File: config.mk
export PLATFORM = sky130hd
export DESIGN_NAME = sipo_comma_align_flat
export DESIGN_NICKNAME = d
export VERILOG_FILES = /design/src/rtl/sipo_comma_align_if.sv /design/src/rtl/sipo_comma_align.sv /design/src/flat_wrapper.sv
export SDC_FILE = /design/constraint.sdc
export NUM_CORES = 1
export LEC_CHECK = 0
export ABC_CLOCK_PERIOD_IN_PS = 3000
export BUFFER_PORTS_ARGS = -buffer_cell sky130_fd_sc_hd__buf_2
export CAP_MARGIN = 20
export CORE_MARGIN = 2
export CORE_UTILIZATION = 31
export DETAILED_ROUTE_END_ITERATION = 16
export GPL_ROUTABILITY_DRIVEN = 0
export GPL_TIMING_DRIVEN = 1
export MAX_ROUTING_LAYER = met4
export SYNTH_ARGS = -nofsm -noshare
export SYNTH_HDL_FRONTEND = slang
export SYNTH_SLANG_ARGS = --single-unit
File: constraint.sdc
create_clock -name BitCLK -period 3 [get_ports BitCLK]
set_clock_uncertainty 0.15 [all_clocks]
set_input_delay 0.6 -clock BitCLK [delete_from_list [all_inputs] [get_ports BitCLK]]
set_output_delay 0.6 -clock BitCLK [all_outputs]
set_load 0.01 [all_outputs]
File: src/rtl/sipo_comma_align_if.sv
// Receive-side bundle for the comma-aligning deserializer: serial bit in,
// aligned word plus status out.
interface sipo_comma_align_if;
  logic       Serial;
  logic [9:0] RxParallel_10;
  logic       RxValid;
  logic       CommaDet;
  logic       Locked;
  logic       AlignErr;

  modport master (
    output Serial,
    input  RxParallel_10,
    input  RxValid,
    input  CommaDet,
    input  Locked,
    input  AlignErr
  );

  modport slave (
    input  Serial,
    output RxParallel_10,
    output RxValid,
    output CommaDet,
    output Locked,
    output AlignErr
  );
endinterface

File: src/rtl/sipo_comma_align.sv
// Serial-to-parallel receiver that finds K28.5 commas in the bit stream,
// frames 10-bit words on them and declares lock after LOCK_CNT aligned commas.
module sipo_comma_align #(
  parameter int unsigned LOCK_CNT = 3,
  parameter logic [9:0]  COMMA_P  = 10'b0011111010,
  parameter logic [9:0]  COMMA_N  = 10'b1100000101
) (
  input  logic              BitCLK,
  input  logic              Reset,
  sipo_comma_align_if.slave bus
);

  localparam int unsigned CW = (LOCK_CNT < 2) ? 1 : $clog2(LOCK_CNT + 1);

  typedef enum logic [1:0] {
    HUNT    = 2'd0,
    CONFIRM = 2'd1,
    LOCKED  = 2'd2
  } state_e;

  state_e          state_q, state_d;
  logic [9:0]      shreg_q, shreg_d;
  logic [3:0]      bit_cnt_q, bit_cnt_d;
  logic [CW-1:0]   cnt_q, cnt_d;
  logic [9:0]      rx_word_q, rx_word_d;
  logic            rx_valid_q, rx_valid_d;
  logic            comma_det_q, comma_det_d;
  logic            align_err_q, align_err_d;

  logic [9:0]      win;
  logic            hit;
  logic            boundary;
  logic            realign;
  logic            emit;
  logic [CW-1:0]   cnt_inc;

  // The window includes the bit being sampled, so a word is recognised on
  // the same edge that captures its last bit.
  always_comb begin
    win      = {shreg_q[8:0], bus.Serial};
    shreg_d  = win;
    hit      = (win == COMMA_P) || (win == COMMA_N);
    boundary = (bit_cnt_q == 4'd9);
    cnt_inc  = cnt_q + CW'(1);
  end

  always_ff @(posedge BitCLK or negedge Reset) begin
    if (!Reset) begin
      state_q     <= HUNT;
      shreg_q     <= '0;
      bit_cnt_q   <= '0;
      cnt_q       <= '0;
      rx_word_q   <= '0;
      rx_valid_q  <= 1'b0;
      comma_det_q <= 1'b0;
      align_err_q <= 1'b0;
    end else begin
      state_q     <= state_d;
      shreg_q     <= shreg_d;
      bit_cnt_q   <= bit_cnt_d;
      cnt_q       <= cnt_d;
      rx_word_q   <= rx_word_d;
      rx_valid_q  <= rx_valid_d;
      comma_det_q <= comma_det_d;
      align_err_q <= align_err_d;
    end
  end

  always_comb begin
    state_d = state_q;
    cnt_d   = cnt_q;
    unique case (state_q)
      HUNT: begin
        if (hit) begin
          cnt_d   = CW'(1);
          state_d = (LOCK_CNT <= 1) ? LOCKED : CONFIRM;
        end
      end
      CONFIRM: begin
        if (hit && !boundary) begin
          cnt_d   = CW'(1);
          state_d = CONFIRM;
        end else if (hit && boundary) begin
          cnt_d = cnt_inc;
          if (cnt_inc >= CW'(LOCK_CNT)) begin
            state_d = LOCKED;
          end
        end
      end
      LOCKED: begin
        if (hit && !boundary) begin
          cnt_d   = CW'(1);
          state_d = CONFIRM;
        end
      end
      default: begin
        cnt_d   = '0;
        state_d = HUNT;
      end
    endcase
  end

  // In HUNT every comma is a realignment; once framed only an off-boundary
  // comma is, and that is the case flagged as an alignment error.
  always_comb begin
    realign     = hit && ((state_q == HUNT) || !boundary);
    emit        = realign || ((state_q != HUNT) && boundary);
    bit_cnt_d   = (realign || boundary) ? 4'd0 : bit_cnt_q + 4'd1;
    rx_valid_d  = emit;
    rx_word_d   = emit ? win : rx_word_q;
    comma_det_d = emit && hit;
    align_err_d = hit && (state_q != HUNT) && !boundary;
  end

  assign bus.RxParallel_10 = rx_word_q;
  assign bus.RxValid       = rx_valid_q;
  assign bus.CommaDet      = comma_det_q;
  assign bus.AlignErr      = align_err_q;
  assign bus.Locked        = (state_q == LOCKED);

endmodule
File: src/flat_wrapper.sv
// flat-port wrapper written by rule: the top's interface ports become plain ports
module sipo_comma_align_flat 
#(
  parameter int unsigned LOCK_CNT = 3,
  parameter logic [9:0]  COMMA_P  = 10'b0011111010,
  parameter logic [9:0]  COMMA_N  = 10'b1100000101
)
  (BitCLK, Reset, bus_Serial, bus_RxParallel_10, bus_RxValid, bus_CommaDet, bus_Locked, bus_AlignErr);
  sipo_comma_align_if bus_i ();
  input  logic BitCLK;
  input  logic Reset;
  input wire logic [$bits(bus_i.Serial)-1:0] bus_Serial;
  output wire logic [$bits(bus_i.RxParallel_10)-1:0] bus_RxParallel_10;
  output wire logic [$bits(bus_i.RxValid)-1:0] bus_RxValid;
  output wire logic [$bits(bus_i.CommaDet)-1:0] bus_CommaDet;
  output wire logic [$bits(bus_i.Locked)-1:0] bus_Locked;
  output wire logic [$bits(bus_i.AlignErr)-1:0] bus_AlignErr;
  assign bus_i.Serial = bus_Serial;
  assign bus_RxParallel_10 = bus_i.RxParallel_10;
  assign bus_RxValid = bus_i.RxValid;
  assign bus_CommaDet = bus_i.CommaDet;
  assign bus_Locked = bus_i.Locked;
  assign bus_AlignErr = bus_i.AlignErr;
  sipo_comma_align #(.LOCK_CNT(LOCK_CNT), .COMMA_P(COMMA_P), .COMMA_N(COMMA_N)) u_core (.BitCLK(BitCLK), .Reset(Reset), .bus(bus_i));
endmodule
==> tab_implementation.tex, run 1 <==
\begin{tabular}{lr}
\hline
Metric & Value \\
\hline
\multicolumn{2}{l}{\textbf{Synthesis}} \\
Combinational family with the most area after synthesis & simple AND/OR/NAND/NOR gates \\
Number of distinct library cell variants in the gate-level netlist after synthesis & 33 \\
Avg Cell Area, Syn & 14.2 um2 \\
Simple-gate share of the synthesized area & 12.6\% \\
Complex-gate fraction of the synthesized area & 6.19\% \\
\#FFs+latches synth & 30 \\
Xor/xnor share of the synthesized area & approximately 1.4\% \\
Synthesis warning total & 0 \\
Post-synthesis adder-cell area fraction & 3.04\% \\
Register area share after synthesis & 60.9\% \\
Post-synth design cell area & 1230 um2 \\
Net count of the mapped netlist & just over 90 \\
Mux contribution to synthesized area & a little under an eighth \\
Post-Synthesis Cells & between 80 and 90 \\
\multicolumn{2}{l}{\textbf{STA}} \\
Final hold vios & 0 \\
Unrepaired setup endpoints after global routing & no \\
Measured slew at the worst slew-check pin & 0.635 ns \\
Setup TNS & 0 ns \\
Share of the cycle needed by the critical path after routing & 71.0\% \\
Peak clock frequency supported by timing & around 470 MHz \\
Tightest slew margin relative to the limit & 57.7\% \\
Number of slew-limit violations in the final report & 0 \\
Final critical-path required period & $\sim$2.1 ns \\
Worst path setup slack after routing & 0.869 ns \\
Worst hold margin & 0.191 ns \\
Setup violation total in the final timing report & 0 \\
\multicolumn{2}{l}{\textbf{Clock network}} \\
Clk Latency, worst-skew pair & between 0.2 and 0.3 ns \\
Root Driver & clkbuf\_8 \\
Total of cells resized after clock tree synthesis & 0 \\
H-tree depth & 2 \\
CTS tree & done \\
CTS Buffer Depth & 2 \\
Cts bufs inserted & 5 \\
Clock tree sinks & 30 \\
Number of buffers inserted for hold repair after clock tree synthesis & 0 \\
CTS clock-pin slew for the worst setup and hold paths & 0.06 ns \\
Number of buffers inserted by post-CTS setup repair & 0 \\
\multicolumn{2}{l}{\textbf{Route}} \\
Count of vias placed by the detailed router & 735 \\
DRC & 0 \\
Number of vias per cell after detailed routing & 4.74 \\
Starting DRC count in detailed routing & 26 \\
Wire length reported by the detailed router & between 2000 and 2500 um \\
First-pass iteration count of the detailed router & 4 \\
Post-DRT Antenna Nets & 0 \\
Met3 wire length & 144 um \\
Max Used Layer & met4 \\
Routed met2 length & 921 um \\
Post-Route M1 WL & 876 um \\
Detail-routed net length per standard cell & 13.0 um \\
\multicolumn{2}{l}{\textbf{Layout}} \\
Share of cells above drive strength 1 & 34.6\% \\
Share of the core filled with cells & approximately 39\% \\
Combined area of the multi-input logic cells & 433 um2 \\
Area taken by flip-flops and latches & between 700 and 800 um2 \\
Final std cell area, no fill & 1450 um2 \\
Non-filler instance count after layout & about 160 \\
Antenna diodes & 0 \\
Layout-stage area growth over the synthesis result & 17.1\% \\
Filler cell count & 370 \\
\# nets final & 112 \\
\multicolumn{2}{l}{\textbf{Global routing}} \\
Initial antenna violation count & 0 \\
Total grt overflow & 0 \\
Via count of the first global-routing pass & 727 \\
Overall fraction of global-route tracks in use & 11.4\% \\
Wire length of the first global-routing pass & 3480 um \\
Largest net degree at the start of global routing & 31 \\
\multicolumn{2}{l}{\textbf{Critical path}} \\
Element type at the critical path end & flip-flop \\
Data required time at the worst endpoint & 3.01 ns \\
Arrival time of the worst setup path & 2.15 ns \\
Startpoint types & primary input \\
Largest fanout on the critical path & 7 \\
Setup CP Type & primary input to flip-flop \\
Slack of the worst reg-to-reg path & 0.88 ns \\
\multicolumn{2}{l}{\textbf{Placement}} \\
Placement Cell Area & 1350 um2 \\
Pre-CTS worst setup slack & 0.577 ns \\
Placed wire-length estimate & 1460 um \\
Port-buffer cells & 16 \\
Dpl cells & 147 \\
\multicolumn{2}{l}{\textbf{Die}} \\
Core ar. & 3740 um2 \\
Die footprint & 4500 um2 \\
Row cnt & 22 \\
Starting Density & 33.0\% \\
I/O pin count & 17 \\
Vert. Die Dim & 67.1 um \\
Overall die width & roughly 67 um \\
\multicolumn{2}{l}{\textbf{Power and ir drop}} \\
Lkg Pwr & approximately 0.74 nW \\
Final Power & between 1 and 1.5 mW \\
Maximum vdd drop & roughly 0.30 mV \\
Pwr/cell area & between 700 and 800 nW/um2 \\
\multicolumn{2}{l}{\textbf{Run status}} \\
Status & finished clean \\
\multicolumn{2}{l}{\textbf{Run}} \\
Max capacitance violation total & 0 \\
\multicolumn{2}{l}{\textbf{Worst hold path}} \\
Hold Crit Class & primary input to async pin \\
\hline
\end{tabular}
synth_stat cells (all sizes together):
cell	n	area share, %
a2111o	1	0.91
a21oi	1	0.41
a41oi	1	0.71
and3b	1	0.71
and4	1	0.71
buf	3	1.9
clkbuf	2	0.61
dfrtp	30	61
ha	3	3.0
inv	5	1.5
mux2	10	12
nand3	3	1.2
nand3b	1	0.61
nand4	1	0.51
nand4bb	1	0.91
nor2	4	1.2
nor3	5	2.4
nor4	2	2.2
nor4b	1	0.71
nor4bb	1	0.81
o2111ai	1	0.71
o211a	1	0.81
o21ai	3	1.2
o2bb2ai	1	0.71
o32ai	1	0.71
or2	1	0.51
xnor2	1	0.71
xor2	1	0.71
report_power, final:
| group | leakage (nW) | internal, mW | switching, mW | total (mW) |
|---|---|---|---|---|
| logic | 0.304 | 0.0961 | 0.0683 | 0.164 |
| registers | 0.384 | 0.472 | 0.0506 | 0.523 |
| clock network | 0.0472 | 0.184 | 0.144 | 0.328 |
cells in the final DEF (no fill, tap or decap), types with 3 or more instances in the layout:
cell and instances:
nand3_1 3, inv_1 5, clkbuf_8 6, buf_2 16
o21ai_0 3, ha_1 3, mux2_4 9, dfrtp_1 30
nor2_1 4, nor3_1 4
routing by layer:
layer  track usage, %  up-vias
li1                 -      350
met1             12.9      351
met2             16.0       29
met3             5.07        5
met4             7.91        0
met5                -        -
worst max-delay path: stages:
cell,delay [ns]
buf_2,0.11
nor4bb_1,0.12
and4_1,0.28
nor3_2,0.44
buf_4,0.28
mux2_4,0.31
path summary, 6_finish.rpt:
| kind | startpoint | to | depth (start not counted) |
|---|---|---|---|
| max | bus_Serial | u_core.bus.RxParallel_10[9]$_DFFE_PN0P_ | 6 |
| min | Reset | u_core.state_q[0]$_DFFE_PN0P_ | 1 |
| max reg2reg | u_core.shreg_q[1]$_DFF_PN0_ | u_core.bus.RxParallel_10[9]$_DFFE_PN0P_ | 5 |
| min in group BitCLK | u_core.shreg_q[1]$_DFF_PN0_ | u_core.shreg_q[2]$_DFF_PN0_ | 0 |
| max in group asynchronous | Reset | u_core.cnt_q[1]$_DFFE_PN0P_ | 1 |
| min reg2reg | u_core.shreg_q[1]$_DFF_PN0_ | u_core.shreg_q[2]$_DFF_PN0_ | 0 |
flip-flops by register name, summed over array words and instances (netlist names):
name	count
u_core.state_q	2
u_core.bus.RxValid	1
u_core.bus.CommaDet	1
u_core.bus.RxParallel_10	10
u_core.cnt_q	2
u_core.bus.AlignErr	1
u_core.shreg_q	9
u_core.bit_cnt_q	4
logic make-up (layout without fill, tap and decap cells):
family,after synthesis,count (layout)
XOR/XNOR,2,2
AND/OR/NAND/NOR,22,22
multiplexers,10,10
buffers and inverters,10,30
flip-flops,30,30
AO/OA/AOI/OAI,10,10
adder cells (fa/ha/maj),3,3
layout make-up:
class,instances,area share (%)
flip-flops and latches,30,51.9
repair buffers,17,6.06
clock buffers,6,5.71
inverters,5,1.30
well taps,48,4.16
clock inverters,2,0.866
multi-input cells,47,30.0
No activity file was read; power rests on OpenSTA's default activity.
==> inputs of run 2 (changes only) <==
--- a/config.mk
+++ b/config.mk
@@ -5,7 +5,7 @@
 export SDC_FILE = /design/constraint.sdc
 export NUM_CORES = 1
 export LEC_CHECK = 0
-export ABC_CLOCK_PERIOD_IN_PS = 3000
+export ABC_CLOCK_PERIOD_IN_PS = 1900
 export BUFFER_PORTS_ARGS = -buffer_cell sky130_fd_sc_hd__buf_2
 export CAP_MARGIN = 20
 export CORE_MARGIN = 2
==> constraint.sdc (replaced) <==
create_clock -name BitCLK -period 1.9 [get_ports BitCLK]
set_clock_uncertainty 0.15 [all_clocks]
set_input_delay 0.38 -clock BitCLK [delete_from_list [all_inputs] [get_ports BitCLK]]
set_output_delay 0.38 -clock BitCLK [all_outputs]
set_load 0.01 [all_outputs]
==> tab_implementation.tex, run 2 (synthesized netlist as in run 1, its figures left out) <==
\begin{tabular}{lr}
\hline
Metric & Value \\
\hline
\multicolumn{2}{l}{\textbf{Run status}} \\
Status & finished clean \\
\multicolumn{2}{l}{\textbf{Global routing}} \\
Overall fraction of global-route tracks in use & 11.4\% (about the same) \\
Via count of the first global-routing pass & 766 (+5.4\%) \\
Initial antenna violation count & 0 (unchanged) \\
Largest net degree at the start of global routing & 31 (unchanged) \\
Wire length of the first global-routing pass & 3530 um (+1.4\%) \\
Total grt overflow & 0 (unchanged) \\
\multicolumn{2}{l}{\textbf{Placement}} \\
Port-buffer cells & 16 (unchanged) \\
Placement Cell Area & 1370 um2 (+1.7\%) \\
Pre-CTS worst setup slack & 0.0801 ns (-0.497 ns) \\
Placed wire-length estimate & 1470 um (+0.76\%) \\
\multicolumn{2}{l}{\textbf{Route}} \\
Number of vias per cell after detailed routing & 4.75 (+0.24\%) \\
Wire length reported by the detailed router & 2100 um (+4.5\%) \\
Count of vias placed by the detailed router & 751 (+2.2\%) \\
First-pass iteration count of the detailed router & 4 (unchanged) \\
Starting DRC count in detailed routing & 19 (-27\%) \\
Detail-routed net length per standard cell & 13.3 um (+2.5\%) \\
Post-DRT Antenna Nets & 0 (unchanged) \\
DRC & 0 (unchanged) \\
\multicolumn{2}{l}{\textbf{Layout}} \\
Final std cell area, no fill & 1500 um2 (+3.6\%) \\
\# nets final & 116 (+3.6\%) \\
Filler cell count & 362 (-2.2\%) \\
Flip-flop count of the largest register after layout & 10 (unchanged) \\
Antenna diodes & 0 (unchanged) \\
Commonest non-fill, non-tap cell in the layout & dfrtp\_1 \\
Share of the core filled with cells & 40.0\% (+1.4 points) \\
Share of cells above drive strength 1 & 36.4\% (+1.8 points) \\
Layout-stage area growth over the synthesis result & 21.4\% \\
Highest-count cells in the layout ignoring fill and taps & 30 x dfrtp\_1, 16 x buf\_2, 9 x mux2\_4 \\
\multicolumn{2}{l}{\textbf{Critical path}} \\
Element type at the critical path end & flip-flop \\
Startpoint types & flip-flop \\
Largest fanout on the critical path & 7 (unchanged) \\
Arrival time of the worst setup path & 1.79 ns (-0.36 ns) \\
Setup CP Type & flip-flop to flip-flop \\
Data required time at the worst endpoint & 1.91 ns (-1.10 ns) \\
\multicolumn{2}{l}{\textbf{STA}} \\
Share of the cycle needed by the critical path after routing & 94.0\% \\
Worst hold margin & 0.0940 ns (-0.0969 ns) \\
Final hold vios & 0 (unchanged) \\
Number of slew-limit violations in the final report & 0 (unchanged) \\
Final critical-path required period & roughly 1.8 ns \\
Measured slew at the worst slew-check pin & 0.644 ns (+0.00937 ns) \\
Setup violation total in the final timing report & 0 (unchanged) \\
Worst path setup slack after routing & 0.114 ns (-0.755 ns) \\
Tightest slew margin relative to the limit & 57.0\% (-0.62 points) \\
Setup TNS & 0 ns (unchanged) \\
Peak clock frequency supported by timing & 560 MHz \\
Unrepaired setup endpoints after global routing & no \\
\multicolumn{2}{l}{\textbf{Die}} \\
Overall die width & 67.1 um (unchanged) \\
Core ar. & 3740 um2 (unchanged) \\
Vert. Die Dim & 67.1 um (unchanged) \\
Die footprint & 4500 um2 (unchanged) \\
Row cnt & 22 (unchanged) \\
I/O pin count & 17 (unchanged) \\
Starting Density & 33.0\% (unchanged) \\
\multicolumn{2}{l}{\textbf{Clock network}} \\
Cts bufs inserted & 5 (unchanged) \\
CTS clock-pin slew for the worst setup and hold paths & 0.06 ns (about the same) \\
Root Driver & clkbuf\_8 \\
H-tree depth & 2 (unchanged) \\
Clk Latency, worst-skew pair & 0.27 ns (about the same) \\
CTS Buffer Depth & 2 (unchanged) \\
CTS tree & done \\
Clock tree sinks & 30 (unchanged) \\
Number of buffers inserted by post-CTS setup repair & 0 (unchanged) \\
\multicolumn{2}{l}{\textbf{Power and ir drop}} \\
Maximum vdd drop & 0.468 mV (+58\%) \\
Lkg Pwr & 0.765 nW (+4.0\%) \\
Pwr/cell area & 1150 nW/um2 (+64\%) \\
\multicolumn{2}{l}{\textbf{Run}} \\
Max capacitance violation total & 0 (unchanged) \\
\multicolumn{2}{l}{\textbf{Worst hold path}} \\
Hold Crit Class & primary input to flip-flop \\
\hline
\end{tabular}
-- run 2: cell count changes in the layout (fill, tap and decap cells not counted) --
cell | before | now
or2_4 | 0 | 1
clkinv_2 | 1 | 0
dlygate4sd3_1 | 0 | 1
bufinv_16 | 0 | 1
clkinvlp_4 | 1 | 0
buf_4 | 1 | 4
or2_1 | 1 | 0
-- run 2: critical path, cell delays in order (launching register included) --
cell and delay, ns:
dfrtp_1 0.41, ha_1 0.22, nand3b_1 0.14, nor2_1 0.09, nor3_2 0.13, buf_4 0.22
mux2_4 0.31
-- run 2: layer usage --
metal,wire (um),part of all wire [%],GRT usage (%),vias to the layer above
met1,957,46,14.1,363
met3,117,5.6,2.70,8
met5,0,0,-,-
li1,-,-,-,360
met4,74,3.5,9.18,0
met2,952,45,15.7,20
-- run 2: cell type report --
cell class	count	area, um2	share of cell area, %
tap	48	60.1	4.01
sequential	30	751	50.1
multi-input combinational	47	435	29.1
clock inverter	1	30.0	2.01
inverter	5	18.8	1.25
clock buffer	6	82.6	5.51
timing repair buffer	21	120	8.02
-- run 2: what timing repair did --
action / 4_1_cts / 5_1_grt
endpoints found under the hold margin: 17 / 0
resized for setup: 0 / 1
hold buffers: 1 / 0
endpoints found under the setup margin: 0 / 3
-- run 2: final timing paths --
kind	start	to	slack [ns]	cells past startpoint
min reg2reg	u_core.shreg_q[1]$_DFF_PN0_	u_core.shreg_q[2]$_DFF_PN0_	0.28	0
min	bus_Serial	u_core.shreg_q[0]$_DFF_PN0_	0.09	1
max in group asynchronous	Reset	u_core.bus.RxParallel_10[5]$_DFFE_PN0P_	0.66	2
max reg2reg	u_core.bit_cnt_q[0]$_DFF_PN0_	u_core.bus.RxParallel_10[9]$_DFFE_PN0P_	0.11	6
max	u_core.bit_cnt_q[0]$_DFF_PN0_	u_core.bus.RxParallel_10[9]$_DFFE_PN0P_	0.11	6
min in group asynchronous	Reset	u_core.bus.AlignErr$_DFF_PN0_	0.52	2
-- run 2: stage by stage --
step,std cells,power (mW)
4_1_cts,158,1.75
2_1_floorplan,87,0.999
3_3_place_gp,150,1.09
3_5_place_dp,150,1.10
5_1_grt,158,1.82
6_report,158,1.72
-- run 2: power by group --
| group | switching [mW] | total (mW) | internal [mW] | leakage (nW) |
|---|---|---|---|---|
| clock network | 0.219 | 0.638 | 0.419 | 0.0573 |
| logic | 0.107 | 0.260 | 0.154 | 0.323 |
| registers | 0.0809 | 0.826 | 0.745 | 0.384 |
| total | 0.407 | 1.72 | 1.32 | 0.765 |
==> inputs of run 3 (changes only) <==
--- a/config.mk
+++ b/config.mk
@@ -14,6 +14,7 @@
 export GPL_ROUTABILITY_DRIVEN = 0
 export GPL_TIMING_DRIVEN = 1
 export MAX_ROUTING_LAYER = met4
+export REMOVE_ABC_BUFFERS = 1
 export SYNTH_ARGS = -nofsm -noshare
 export SYNTH_HDL_FRONTEND = slang
 export SYNTH_SLANG_ARGS = --single-unit
==> tab_implementation.tex, run 3 (synthesized netlist as in run 1, its figures left out) <==
\begin{tabular}{lr}
\hline
Metric & Value \\
\hline
\multicolumn{2}{l}{\textbf{STA}} \\
Share of the cycle needed by the critical path after routing & 93.2\% (-0.75 points) \\
Final hold vios & 0 (unchanged) \\
Setup TNS & 0 ns (unchanged) \\
Measured slew at the worst slew-check pin & 0.627 ns (-0.0173 ns) \\
Peak clock frequency supported by timing & 565 MHz (+0.80\%) \\
Unrepaired setup endpoints after global routing & no \\
Setup violation total in the final timing report & 0 (unchanged) \\
Final critical-path required period & 1.77 ns (-0.0142 ns) \\
Worst hold margin & 0.101 ns (+0.00707 ns) \\
Tightest slew margin relative to the limit & 58.2\% (+1.2 points) \\
Number of slew-limit violations in the final report & 0 (unchanged) \\
Worst path setup slack after routing & 0.129 ns (+0.0142 ns) \\
\multicolumn{2}{l}{\textbf{Power and ir drop}} \\
Lkg Pwr & 0.765 nW (about the same) \\
Pwr/cell area & 1110 nW/um2 (-3.4\%) \\
Final Power & 1.67 mW (-3.1\%) \\
Maximum vdd drop & 0.693 mV (+48\%) \\
\multicolumn{2}{l}{\textbf{Global routing}} \\
Largest net degree at the start of global routing & 31 (unchanged) \\
Wire length of the first global-routing pass & 3260 um (-7.6\%) \\
Initial antenna violation count & 0 (unchanged) \\
Via count of the first global-routing pass & 695 (-9.3\%) \\
Total grt overflow & 0 (unchanged) \\
Overall fraction of global-route tracks in use & 10.6\% (-0.76 points) \\
\multicolumn{2}{l}{\textbf{Die}} \\
Core ar. & 3740 um2 (unchanged) \\
Die footprint & 4500 um2 (unchanged) \\
Vert. Die Dim & 67.1 um (unchanged) \\
I/O pin count & 17 (unchanged) \\
Starting Density & 33.0\% (unchanged) \\
Overall die width & 67.1 um (unchanged) \\
Row cnt & 22 (unchanged) \\
\multicolumn{2}{l}{\textbf{Critical path}} \\
Largest fanout on the critical path & 5 (-2) \\
Setup CP Type & flip-flop to flip-flop \\
Data required time at the worst endpoint & 1.91 ns (about the same) \\
Arrival time of the worst setup path & 1.78 ns (about the same) \\
Element type at the critical path end & flip-flop \\
Startpoint types & flip-flop \\
\multicolumn{2}{l}{\textbf{Clock network}} \\
H-tree depth & 2 (unchanged) \\
Clock tree sinks & 30 (unchanged) \\
Clk Latency, worst-skew pair & 0.28 ns (about the same) \\
Number of buffers inserted by post-CTS setup repair & 0 (unchanged) \\
Cts bufs inserted & 5 (unchanged) \\
CTS tree & done \\
CTS clock-pin slew for the worst setup and hold paths & 0.06 ns (about the same) \\
CTS Buffer Depth & 2 (unchanged) \\
Root Driver & clkbuf\_8 \\
\multicolumn{2}{l}{\textbf{Layout}} \\
Highest-count cells in the layout ignoring fill and taps & 30 x dfrtp\_1, 16 x buf\_2, 9 x mux2\_4 \\
Share of the core filled with cells & 40.1\% (+0.10 points) \\
Share of cells above drive strength 1 & 37.8\% (+1.5 points) \\
Antenna diodes & 0 (unchanged) \\
\# nets final & 116 (unchanged) \\
Flip-flop count of the largest register after layout & 10 (unchanged) \\
Filler cell count & 381 (+5.2\%) \\
Commonest non-fill, non-tap cell in the layout & dfrtp\_1 \\
Layout-stage area growth over the synthesis result & 21.7\% \\
\multicolumn{2}{l}{\textbf{Route}} \\
First-pass iteration count of the detailed router & 4 (unchanged) \\
Number of vias per cell after detailed routing & 4.76 (+0.16\%) \\
Detail-routed net length per standard cell & 11.8 um (-11\%) \\
Starting DRC count in detailed routing & 44 (+25) \\
Wire length reported by the detailed router & 1880 um (-11\%) \\
Count of vias placed by the detailed router & 757 (+0.80\%) \\
Post-DRT Antenna Nets & 0 (unchanged) \\
DRC & 0 (unchanged) \\
\multicolumn{2}{l}{\textbf{Worst hold path}} \\
Hold Crit Class & primary input to flip-flop \\
\multicolumn{2}{l}{\textbf{Placement}} \\
Pre-CTS worst setup slack & 0.0772 ns (-0.00287 ns) \\
Placed wire-length estimate & 1340 um (-9.2\%) \\
Port-buffer cells & 16 (unchanged) \\
\multicolumn{2}{l}{\textbf{Run status}} \\
Status & finished clean \\
\multicolumn{2}{l}{\textbf{Run}} \\
Max capacitance violation total & 0 (unchanged) \\
\hline
\end{tabular}
==> run 3: cell count changes in the layout (fill, tap and decap cells not counted) <==
cell	delta
nor4bb_2	+1
clkbuf_8	+2
nor4bb_1	-1
bufinv_16	-1
==> run 3: layer usage <==
metal | wire, um | global-route usage, % | vias up | share of wire, %
li1 | - | - | 359 | -
met1 | 905 | 13.5 | 365 | 48
met2 | 810 | 13.6 | 31 | 43
met3 | 143 | 5.57 | 2 | 7.6
met4 | 19 | 5.36 | 0 | 1.0
met5 | 0 | - | - | 0
==> run 3: final cells by class <==
class	count	area, um2	share of cell area (%)
timing repair buffer	21	120	8.00
sequential	30	751	50.0
multi-input combinational	47	442	29.4
tap	48	60.1	4.00
inverter	5	18.8	1.25
clock buffer	8	110	7.33
==> run 3: worst max-delay path: stages (launching register included) <==
cell and delay (ns):
dfrtp_1 0.41, nor4bb_2 0.30, and4_1 0.27, nor3_2 0.06, buf_4 0.17, mux2_4 0.29
==> run 3: stage by stage <==
step	area, um2	cells
CTS	1490	159
finish	1500	159
global placement	1370	150
global route	1500	159
detailed placement	1370	150
floorplan	1200	82
==> run 3: final timing paths <==
kind | from | endpoint | slack [ns] | depth (start not counted)
worst max-delay path | u_core.shreg_q[0]$_DFF_PN0_ | u_core.bus.RxParallel_10[2]$_DFFE_PN0P_ | 0.13 | 5
min in group asynchronous | Reset | u_core.cnt_q[0]$_DFFE_PN0P_ | 0.51 | 2
max in group asynchronous | Reset | u_core.shreg_q[8]$_DFF_PN0_ | 0.68 | 2
worst min-delay path | bus_Serial | u_core.shreg_q[0]$_DFF_PN0_ | 0.10 | 1
worst max register to register | u_core.shreg_q[0]$_DFF_PN0_ | u_core.bus.RxParallel_10[2]$_DFFE_PN0P_ | 0.13 | 5
worst min register to register | u_core.shreg_q[6]$_DFF_PN0_ | u_core.shreg_q[7]$_DFF_PN0_ | 0.28 | 0
==> run 3: timing repair <==
action | CTS | global route
gates resized for setup | 0 | 2
endpoints found under the setup margin | 0 | 15
hold endpoints to repair | 30 | 0
hold buffers | 1 | 0
==> run 3: power breakdown <==
group	leakage, nW	internal, mW	switching [mW]	total, mW
Sequential	0.384	0.745	0.0802	0.826
Clock	0.0575	0.365	0.220	0.585
Combinational	0.324	0.153	0.106	0.260
Total	0.765	1.26	0.407	1.67
